[src/rtl/inv_bank_pkg.sv]
// Shared types and reset constants for the clocked inverter bank.
package inv_bank_pkg;

  localparam int unsigned MODE_W = 2;

  typedef enum logic [MODE_W-1:0] {
    MODE_BUF  = 2'd0,
    MODE_INV  = 2'd1,
    MODE_TOG  = 2'd2,
    MODE_HOLD = 2'd3
  } mode_t;

  localparam mode_t       MODE_RST = MODE_BUF;
  localparam int unsigned FILT_RST = 0;

endpackage

[src/rtl/inv_bank_chan.sv]
// One channel: input synchroniser, glitch filter, and mode-selected output register.
module inv_bank_chan
  import inv_bank_pkg::*;
#(
  parameter int unsigned SYNC_STAGES = 2,
  parameter int unsigned FILT_W      = 3
) (
  input  logic              clk,
  input  logic              rst,
  input  logic              din,
  input  logic [MODE_W-1:0] mode,
  input  logic [FILT_W-1:0] filt,
  input  logic              cfg_hit,
  output logic              dout
);

  logic [SYNC_STAGES-1:0] sync;
  logic                   s;
  logic                   filtered;
  logic                   filt_next;
  logic [FILT_W-1:0]      cnt;
  logic [FILT_W-1:0]      cnt_next;
  logic                   dout_next;

  assign s = sync[SYNC_STAGES-1];

  // Qualify a change only after filt+1 consecutive mismatching edges; a config hit restarts qualification.
  always_comb begin
    filt_next = filtered;
    cnt_next  = '0;
    if (!cfg_hit && (s != filtered)) begin
      if (cnt >= filt) filt_next = s;
      else             cnt_next  = cnt + FILT_W'(1);
    end
  end

  // dout doubles as the toggle state, so entering TOG starts from the current output.
  always_comb begin
    dout_next = dout;
    case (mode_t'(mode))
      MODE_BUF:  dout_next = filt_next;
      MODE_INV:  dout_next = ~filt_next;
      MODE_TOG:  dout_next = dout ^ (filt_next & ~filtered);
      MODE_HOLD: dout_next = dout;
      default:   dout_next = dout;
    endcase
  end

  always_ff @(posedge clk or posedge rst) begin
    if (rst) begin
      sync     <= '0;
      filtered <= 1'b0;
      cnt      <= '0;
      dout     <= 1'b0;
    end else begin
      sync     <= {sync[SYNC_STAGES-2:0], din};
      filtered <= filt_next;
      cnt      <= cnt_next;
      dout     <= dout_next;
    end
  end

endmodule

[src/rtl/inverter_bank_ctrl.sv]
// Bank of NCH filtered digital channels with per-channel mode/filter config over a valid/ready port.
module inverter_bank_ctrl
  import inv_bank_pkg::*;
#(
  parameter  int unsigned NCH         = 4,
  parameter  int unsigned SYNC_STAGES = 2,
  parameter  int unsigned FILT_W      = 3,
  localparam int unsigned CH_W        = (NCH > 1) ? $clog2(NCH) : 1
) (
  input  logic              clk,
  input  logic              rst,
  input  logic [NCH-1:0]    din,
  output logic [NCH-1:0]    dout,
  input  logic              cfg_valid,
  output logic              cfg_ready,
  input  logic [CH_W-1:0]   cfg_ch,
  input  logic [MODE_W-1:0] cfg_mode,
  input  logic [FILT_W-1:0] cfg_filt,
  output logic              cfg_err
);

  logic [MODE_W-1:0] mode_q [NCH];
  logic [FILT_W-1:0] filt_q [NCH];
  logic [NCH-1:0]    hit_c;
  logic              accept_c;
  logic              in_range_c;

  assign accept_c   = cfg_valid & cfg_ready;
  assign in_range_c = 32'(cfg_ch) < NCH;

  // Handshake: one busy (apply) cycle after every accepted write; range error reported in that cycle.
  always_ff @(posedge clk or posedge rst) begin
    if (rst) begin
      cfg_ready <= 1'b1;
      cfg_err   <= 1'b0;
    end else begin
      cfg_ready <= ~accept_c;
      cfg_err   <= accept_c & ~in_range_c;
    end
  end

  for (genvar i = 0; i < NCH; i++) begin : g_ch
    assign hit_c[i] = accept_c & (cfg_ch == CH_W'(i));

    always_ff @(posedge clk or posedge rst) begin
      if (rst) begin
        mode_q[i] <= MODE_RST;
        filt_q[i] <= FILT_W'(FILT_RST);
      end else if (hit_c[i]) begin
        mode_q[i] <= cfg_mode;
        filt_q[i] <= cfg_filt;
      end
    end

    inv_bank_chan #(
      .SYNC_STAGES(SYNC_STAGES),
      .FILT_W     (FILT_W)
    ) u_chan (
      .clk    (clk),
      .rst    (rst),
      .din    (din[i]),
      .mode   (mode_q[i]),
      .filt   (filt_q[i]),
      .cfg_hit(hit_c[i]),
      .dout   (dout[i])
    );
  end

endmodule

[config.mk]
export PLATFORM = sky130hd
export DESIGN_NAME = inverter_bank_ctrl
export DESIGN_NICKNAME = d
export VERILOG_FILES = /design/src/rtl/inv_bank_pkg.sv /design/src/rtl/inv_bank_chan.sv /design/src/rtl/inverter_bank_ctrl.sv
export SDC_FILE = /design/constraint.sdc
export NUM_CORES = 1
export LEC_CHECK = 0
export ABC_AREA = 1
export BUFFER_PORTS_ARGS = -buffer_cell sky130_fd_sc_hd__buf_2
export CAP_MARGIN = 5
export CORE_ASPECT_RATIO = 0.9
export CORE_MARGIN = 8
export CORE_UTILIZATION = 30
export DETAILED_ROUTE_END_ITERATION = 8
export GPL_TIMING_DRIVEN = 0
export PLACE_DENSITY = 0.44
export SLEW_MARGIN = 10
export SYNTH_ARGS = -nofsm -noshare
export SYNTH_HDL_FRONTEND = slang
export SYNTH_SLANG_ARGS = --single-unit
[constraint.sdc]
create_clock -name clk -period 3.2 [get_ports clk]
set_input_delay 0.16 -clock clk [delete_from_list [all_inputs] [get_ports clk]]
set_output_delay 0.16 -clock clk [all_outputs]
set_load 0.05 [all_outputs]
==> flow_summary.toml, run 1 <==
[detailed_routing]
drc = 0
wl_per_cell_um = 10.1
wl_um = 4620
routed_via_density = 4.09
drt.antenna.violating_nets = 0
vias = 1866
dr.pass1.iters = 4
drt_iter0_markers = 97

[clocking]
post_cts_buffers = 0
clockRootBuffer = "clkbuf_8"
clk_path_buf_depth = 2
worstSkewPairLatency_ps = 300
post_cts_resized = 0
numCtsBuffers = 5
tritoncts = "built"
clock-sinks = 49
clk_pin_slew_ps = 90
cts.htree.levels = 2

[setup_path]
cp-start-kind = "flip-flop"
worstPathRequired_ps = 3400
crit_fanout = 4
worstPathArrival_ps = 1760
setup.worst_path.end_class = "flip-flop"
path_class = "reg -> reg"

[power_and_ir_drop]
leakagePower_nw = 1.65
ir_drop_mv = 0.259
powerDensity_nw_per_um2 = 711

[sta]
finalCriticalPeriod_ps = 1560
finalCritPeriodShare = 0.486
finalHoldWorstSlack_ps = 36.6
slew_violations = 0
finalHoldViolCount = 0
fin_worst_skew_ps = 3.95
setup_viol = 0
grt_setup_unrepaired = "no"
setup_tns_ps = 0
fmax_mhz = 643

[final_layout]
fin_util = 0.354
nets = 379
drive_above_1_share = 0.110
insertedDiodeCount = 0
nFillCells = 899
multi_input_area_um2 = 1060
areaGrowthSynthToFinish_pct = 16.0
seqCellArea_um2 = 1230

[synthesis]
syn_avg_cell_area_um2 = 8.43
synthCells = 306
synth_area_um2 = 2580
synth_fp_nets = 348
yosysUniqueCellTypes = 17
synth-seq-area-share = 0.476
ys_ff_latch = 49
ys_warn_count = 0

[grt]
grt_pass1_vias = 1858
grt_pass1_wl_um = 8400
grt_max_degree = 36
antenna_found_initial = 0
grt_util_all_layers = 0.0876
grt_overflow = 0

[outcome]
outcome = "completed"

[floorplanning]
start_util = 0.305
rows = 32
die_y_um = 104
core_area_um2 = 8450
fp.dieW_um = 114
design.die.area_um2 = 11800
ios = 20

[place]
port_buffers = 18
dpl.hpwl_um = 3530
place.gp.congestion = 0.748

[flow_run]
maxCapViolations = 0

[hold_path]
hp-class = "in -> reg"
-- worst max-delay path: stages, from the launching register on --
cell and delay (ps):
dfrtp_1 410, ha_1 290, a21oi_1 200, nand2_1 130, nand2_1 70, nand2_1 90
nand3_1 80, nand3_1 80, nand2_1 60, nand2_1 40
-- sequential cells by signal (all words and copies together), names as in the netlist --
signal	cells
cfg_ready	1
g_ch.u_chan.sync	8
mode_q	8
g_ch.u_chan.dout	4
g_ch.u_chan.filtered	4
g_ch.u_chan.cnt	12
filt_q	12
-- area by class of cell --
| cell class | instances | share of cell area |
|---|---|---|
| multi-input combinational | 184 | 0.353 |
| sequential | 49 | 0.410 |
| timing repair buffer | 24 | 0.0535 |
| inverter | 64 | 0.0803 |
| clock buffer | 5 | 0.0230 |
| tap | 119 | 0.0498 |
| buffer | 9 | 0.0184 |
| clock inverter | 2 | 0.0117 |
-- placed cells by master, fill, tap and decap left out --
cell	synthesis	layout
a21oi_1	4	4
buf_12	0	1
buf_2	2	20
buf_4	5	5
bufinv_16	0	1
clkbuf_1	2	2
clkbuf_8	0	5
clkinv_2	0	1
conb_1	1	1
dfrtp_1	48	48
dfstp_2	1	1
dlygate4sd3_1	0	5
ha_1	28	28
inv_1	64	63
inv_2	0	1
nand2_1	69	69
nand2_2	2	2
nand3_1	24	24
nand4_1	6	6
nor2_1	22	22
o2111ai_1	4	4
o21ai_0	20	20
xnor2_1	4	4
-- routing by layer --
layer  vias to the layer above  track usage  part of all wire
met1                       834        0.112              0.53
met3                         7       0.0221             0.025
met2                        18        0.137              0.43
li1                       1007            -                 -
met5                         -            0                 0
met4                         0       0.0342             0.016
-- stage by stage --
step	total power, mW	worst slack (ps)	cells	area, µm²
after floorplan	1.53	1750	306	2580
after global placement	1.69	1120	443	2820
after detailed placement	1.71	1630	444	2840
after CTS	2.17	1620	456	2990
after global routing	2.35	1410	456	2990
final	2.13	1640	456	2990
-- power by group --
group          internal, mW  switching [mW]
clock                 0.228           0.207
combinational         0.304           0.495
sequential            0.769           0.124
-- final timing paths --
kind | end | slack, ps | startpoint | depth (start not counted)
hold reg to reg | g_ch[3].u_chan.sync[1]$_DFF_PP0_ | 350 | g_ch[3].u_chan.sync[0]$_DFF_PP0_ | 0
setup reg to reg | g_ch[3].u_chan.dout$_DFFE_PP0P_ | 1640 | g_ch[3].u_chan.cnt[2]$_DFF_PP0_ | 9
hold / removal | cfg_ready$_DFF_PP1_ | 40 | cfg_valid | 2
setup / recovery | g_ch[3].u_chan.dout$_DFFE_PP0P_ | 1640 | g_ch[3].u_chan.cnt[2]$_DFF_PP0_ | 9
min in group asynchronous | g_ch[2].u_chan.cnt[0]$_DFF_PP0_ | 370 | rst | 3
max in group asynchronous | cfg_ready$_DFF_PP1_ | 2270 | rst | 4
-- cells in the mapped netlist, drive strengths merged --
library cell	number	area share
a21oi	4	0.0078
xnor2	4	0.014
o21ai	20	0.039
nand3	24	0.047
buf	7	0.018
nand4	6	0.015
conb	1	0.0015
nor2	22	0.032
o2111ai	4	0.014
dfrtp	48	0.47
clkbuf	2	0.0029
ha	28	0.14
inv	64	0.093
dfstp	1	0.010
nand2	71	0.11
-- cells by family (layout without fill, tap and decap cells) --
| family | Yosys count | in the layout | synth area share |
|---|---|---|---|
| AO/OA/AOI/OAI | 28 | 28 | 0.0602 |
| XOR/XNOR | 4 | 4 | 0.0136 |
| adder cells (fa/ha/maj) | 28 | 28 | 0.136 |
| buffers and inverters | 73 | 104 | 0.115 |
| flip-flops | 49 | 49 | 0.476 |
| other | 1 | 1 | 0.00145 |
| AND/OR/NAND/NOR | 123 | 123 | 0.198 |
-- timing repair --
action,4_1_cts,5_1_grt
endpoints found under the hold margin,18,0
setup endpoints to repair,0,0
hold buffers,5,0
No activity file was read; power rests on OpenSTA's default activity.
==> run 2: changes to the inputs <==
==> constraint.sdc (replaced) <==
create_clock -name clk -period 1.45 [get_ports clk]
set_input_delay 0.0725 -clock clk [delete_from_list [all_inputs] [get_ports clk]]
set_output_delay 0.0725 -clock clk [all_outputs]
set_load 0.05 [all_outputs]
==> run 2 against run 1 <==
  * The run now ends with setup timing left
  * Clock power grew 140%
  * Global-route usage grew 0.29 points
  * Die area is the same
  * Sequential cell count is the same
  * Register-to-register slack lost 1700 ps
  * Count of clock-buffer cells in the layout grew 2
  * Sequential power grew 120%
  * Total power grew to 2.5 times the previous value
  * Cell count grew 4.4%
  * Combinational power grew to 3.0 times the previous value
==> flow_summary.toml, run 2 (synthesized netlist as in run 1, its figures left out) <==
[final_layout]
layout_common_cells = "57 x inv_1, 50 x nand2_1, 48 x dfrtp_1"
reg_top3 = "filt_q (12), g_ch.u_chan.cnt (12)"
nFillCells = 867
areaGrowthSynthToFinish_pct = 31.0
final_common_cell = "inv_1"
final_cell_area_um2 = 3380
fin_cells = 476
fin_util = 0.400
insertedDiodeCount = 0
drive_above_1_share = 0.283
nets = 398

[detailed_routing]
wl_um = 5120
drt_iter0_markers = 43
dr.pass1.iters = 4
drc = 0
vias = 1961
routed_via_density = 4.12
drt.antenna.violating_nets = 0
wl_per_cell_um = 10.8

[place]
dpl.hpwl_um = 3510
placed_cell_area_um2 = 2840
port_buffers = 18
place.gp.congestion = 0.741
dp_cells = 444

[power_and_ir_drop]
leakagePower_nw = 1.78
powerDensity_nw_per_um2 = 1600
ir_drop_mv = 0.591

[floorplanning]
ios = 20
fp.dieW_um = 114
rows = 32
design.die.area_um2 = 11800
core_area_um2 = 8450
start_util = 0.305
die_y_um = 104

[grt]
antenna_found_initial = 0
met3_usage = 0.0273
grt_max_degree = 35
met1_usage = 0.106
met2_usage = 0.152
busiest_layer = "met2"
grt_pass1_wl_um = 8680
grt_overflow = 0
grt_util_all_layers = 0.0904
grt_pass1_vias = 1891

[setup_path]
path_class = "reg -> reg"
setup.worst_path.end_class = "flip-flop"
worstPathArrival_ps = 1660
worstPathRequired_ps = 1650
worstRegToRegCells = 12
cp-start-kind = "flip-flop"
regToRegSetupSlack_ps = -10
crit_fanout = 4

[hold_path]
hp-class = "in -> reg"
worstHoldPathCells = 3

[clocking]
clk_path_buf_depth = 2
clockRootBuffer = "clkbuf_8"
worstSkewPairLatency_ps = 300
clock-sinks = 49
cts.htree.levels = 2
clk_pin_slew_ps = 100
tritoncts = "built"
numCtsBuffers = 5

[sta]
slew_violations = 0
setup_viol = 2
fmax_mhz = 685
grt_setup_unrepaired = "yes"
finalCritPeriodShare = 1.01
finalHoldViolCount = 0
fin_worst_skew_ps = 12.0
fin_ws_ps = -9.97
finalCriticalPeriod_ps = 1460

[outcome]
outcome = "finished, violations left"
violations = "setup timing"

[flow_run]
maxCapViolations = 0
run 2: cell types whose count changed in the layout (fill, tap and decap cells not counted), sizes merged:
cell | previous run | this run
buf | 26 | 44
clkbuf | 7 | 9
clkinv | 1 | 0
dlygate4sd3 | 5 | 6
run 2: what timing repair did:
action                     4_1_cts  5_1_grt
pin swaps                        7       16
buffers inserted                 8       10
hold endpoints to repair        20        0
setup endpoints to repair        4       13
hold buffers                     6        0
cloned                           0        0
gates resized for setup         29       23
run 2: stage by stage:
| step | total power [mW] | setup slack [ps] | setup TNS (ps) | hold WS (ps) |
|---|---|---|---|---|
| 5_1_grt | 5.90 | -135 | -560 | 118 |
| 3_5_place_dp | 3.78 | -93.9 | -342 | 75.7 |
| 6_report | 5.40 | -9.97 | -10.4 | 111 |
| 2_1_floorplan | 3.39 | 1.39 | 0 | 104 |
| 4_1_cts | 5.07 | -24.7 | -36.1 | 99.9 |
| 3_3_place_gp | 3.74 | -554 | -26890 | 181 |
run 2: power by group:
part           internal, mW  total (mW)  switching [mW]
Clock                 0.563        1.03           0.469
Combinational          1.04        2.40            1.36
Sequential             1.70        1.97           0.273
run 2: cell type report:
cell class                      instances  area (µm²)  share of cell area
Sequential cell                        49        1230               0.363
Clock inverter                          1        30.0             0.00889
Tap cell                              119         149              0.0441
Multi-Input combinational cell        184        1280               0.380
Buffer                                  9        55.1              0.0163
Clock buffer                            7        86.3              0.0256
Timing Repair Buffer                   43         305              0.0904
Inverter                               64         240              0.0711
run 2: final timing paths:
kind                                                       start                          endpoint
max in group asynchronous                                    rst               cfg_ready$_DFF_PP1_
worst min register to register  g_ch[0].u_chan.sync[0]$_DFF_PP0_  g_ch[0].u_chan.sync[1]$_DFF_PP0_
worst max register to register            filt_q[10]$_DFFE_PP0P_   g_ch[0].u_chan.dout$_DFFE_PP0P_
worst min-delay path                                 cfg_filt[1]             filt_q[7]$_DFFE_PP0P_
min in group asynchronous                                    rst  g_ch[1].u_chan.sync[0]$_DFF_PP0_
worst max-delay path                      filt_q[10]$_DFFE_PP0P_   g_ch[0].u_chan.dout$_DFFE_PP0P_
run 2: critical path, stage by stage, from the launching register on:
cell and delay, ps:
dfrtp_1 360, inv_1 50, ha_1 290, nand2_2 70
inv_2 30, nand2_2 80, nand2_4 70, nand2_2 60
nand2_2 70, nand3_1 70, nand3_1 80, nand2_1 70
nand2_1 50
run 2: layer usage:
| metal | vias to the layer above | share of wire |
|---|---|---|
| li1 | 1043 | - |
| met1 | 894 | 0.47 |
| met2 | 15 | 0.48 |
| met3 | 9 | 0.031 |
| met4 | 0 | 0.018 |
| met5 | - | 0 |
==> run 3: changes to the inputs <==
--- a/config.mk
+++ b/config.mk
@@ -14,6 +14,7 @@
 export DETAILED_ROUTE_END_ITERATION = 8
 export GPL_TIMING_DRIVEN = 0
 export PLACE_DENSITY = 0.44
+export RECOVER_POWER = 50
 export SLEW_MARGIN = 10
 export SYNTH_ARGS = -nofsm -noshare
 export SYNTH_HDL_FRONTEND = slang
==> run 3 against run 2 <==
  * The flow still finishes with violations (setup timing)
  * Total power barely moved
  * Combinational power barely moved
  * Critical path depth did not move
  * Cell area did not move
  * Die area did not move
  * Register-to-register slack barely moved
  * Clock power barely moved
  * Fmax fell by 0.48%
  * Non-clock buffer count did not move
  * Count of clock-buffer cells in the layout did not move
==> flow_summary.toml, run 3 (synthesized netlist as in run 1, its figures left out) <==
[detailed_routing]
drt_iter0_markers = 42
drt.antenna.violating_nets = 0
dr.pass1.iters = 4
wl_per_cell_um = 10.8
drc = 0
routed_via_density = 4.12
wl_um = 5140
vias = 1959

[setup_path]
setup.worst_path.end_class = "flip-flop"
crit_top_cell = "nand2_2"
worstPathCellList = "inv_1 -> ha_1 -> nand2_2 -> inv_2 -> nand2_2 -> nand2_4 -> nand2_2 -> nand2_2 -> nand3_1 -> nand3_1 -> nand2_1 -> nand2_1"
worstPathArrival_ps = 1660
path_class = "reg -> reg"
slowest_delay_ps = 370
crit_fanout = 4
slowest_stage = "dfrtp_1"
path_buf_inv = 2
worstPathRequired_ps = 1650
path_delay_family = "simple AND/OR/NAND/NOR gates"
cp-start-kind = "flip-flop"

[clocking]
clock-sinks = 49
numCtsBuffers = 5
tritoncts = "built"
worstSkewPairLatency_ps = 310
clk_pin_slew_ps = 100
clockRootBuffer = "clkbuf_8"
clk_path_buf_depth = 2
cts.htree.levels = 2

[floorplanning]
start_util = 0.305
die_y_um = 104
fp.dieW_um = 114
core_area_um2 = 8450
design.die.area_um2 = 11800
ios = 20
rows = 32

[place]
dp_cells = 444
port_buffers = 18
place.gp.congestion = 0.741
dpl.hpwl_um = 3510

[power_and_ir_drop]
p_sw_frac = 0.389
ir_drop_mv = 0.590
power_frac_comb = 0.444
pwr-share-clk = 0.191
leakagePower_nw = 1.78
finalPower_mw = 5.40
seqPwrFrac = 0.365
p_int_mw = 3.30
powerDensity_nw_per_um2 = 1600
switchingPower_mw = 2.10

[sta]
grt_setup_unrepaired = "yes"
slew_violations = 0
finalHoldViolCount = 0
setup_viol = 2
setup_tns_ps = -17.5
worstMarginPinSlew_ps = 651
fmax_mhz = 682
finalHoldWorstSlack_ps = 110
fin_worst_skew_ps = 12.6
fin_ws_ps = -17.0
slew_headroom = 0.566
finalCritPeriodShare = 1.01
finalCriticalPeriod_ps = 1470

[grt]
grt_overflow = 0
grt_max_degree = 35
grt_pass1_vias = 1891
grt_pass1_wl_um = 8680
antenna_found_initial = 0
grt_util_all_layers = 0.0904

[final_layout]
fin_util = 0.400
areaGrowthSynthToFinish_pct = 31.0
drive_above_1_share = 0.280
insertedDiodeCount = 0
reg_top3 = "filt_q (12), g_ch.u_chan.cnt (12)"
final_common_cell = "inv_1"
fin_cells = 476
nFillCells = 867
nets = 398
layout_common_cells = "58 x inv_1, 50 x nand2_1, 48 x dfrtp_1"

[outcome]
violations = "setup timing"
outcome = "finished, violations left"

[hold_path]
hp-class = "in -> reg"

[flow_run]
maxCapViolations = 0
## run 3: area by class of cell
| type | instances | area (µm²) | area share |
|---|---|---|---|
| multi-input combinational | 184 | 1280 | 0.380 |
| clock buffer | 7 | 86.3 | 0.0256 |
| timing repair buffer | 43 | 305 | 0.0904 |
| buffer | 9 | 55.1 | 0.0163 |
| tap | 119 | 149 | 0.0441 |
| sequential | 49 | 1230 | 0.363 |
| clock inverter | 1 | 30.0 | 0.00889 |
| inverter | 64 | 240 | 0.0711 |
## run 3: final timing paths
kind	endpoint	slack [ps]	startpoint	cells past startpoint
worst max-delay path	g_ch[0].u_chan.dout$_DFFE_PP0P_	-20	filt_q[10]$_DFFE_PP0P_	12
worst min register to register	g_ch[0].u_chan.sync[1]$_DFF_PP0_	350	g_ch[0].u_chan.sync[0]$_DFF_PP0_	0
worst min-delay path	filt_q[7]$_DFFE_PP0P_	110	cfg_filt[1]	3
worst max register to register	g_ch[0].u_chan.dout$_DFFE_PP0P_	-20	filt_q[10]$_DFFE_PP0P_	12
min in group asynchronous	g_ch[1].u_chan.sync[0]$_DFF_PP0_	410	rst	3
max in group asynchronous	cfg_ready$_DFF_PP1_	360	rst	4
## run 3: power groups by stage
stage / clock (mW) / combinational, mW / sequential (mW)
after global placement: 0 / 1.74 / 2.00
after global routing: 1.12 / 2.75 / 2.03
after floorplan: 0 / 1.46 / 1.93
after CTS: 1.06 / 2.03 / 1.98
after detailed placement: 0 / 1.77 / 2.00
final: 1.03 / 2.40 / 1.97
## run 3: per-stage QoR
step | setup WS [ps] | instance area, µm²
finish | -17.0 | 3380
global route | -135 | 3380
CTS | -24.7 | 3190
detailed placement | -93.9 | 2840
global placement | -554 | 2820
floorplan | 1.39 | 2580
## run 3: worst reg2reg max path, cell delays in order, from the launching register on
cell and delay [ps]:
dfrtp_1 370, inv_1 50, ha_1 290, nand2_2 70, inv_2 30, nand2_2 80, nand2_4 70, nand2_2 60
nand2_2 70, nand3_1 70, nand3_1 80, nand2_1 70, nand2_1 50
## run 3: routing by layer
metal	GRT usage	wire length, µm	vias to the layer above
li1	-	-	1042
met5	0	0	-
met1	0.106	2390	893
met2	0.152	2500	15
met3	0.0273	160	9
met4	0.0323	93	0
## run 3: what timing repair did
| action | in CTS | in global routing |
|---|---|---|
| endpoints found under the hold margin | 20 | 0 |
| setup endpoints to repair | 4 | 13 |
| hold buffers | 6 | 0 |
| pin swaps | 7 | 16 |
| setup buffers | 8 | 10 |
| resized for setup | 29 | 23 |
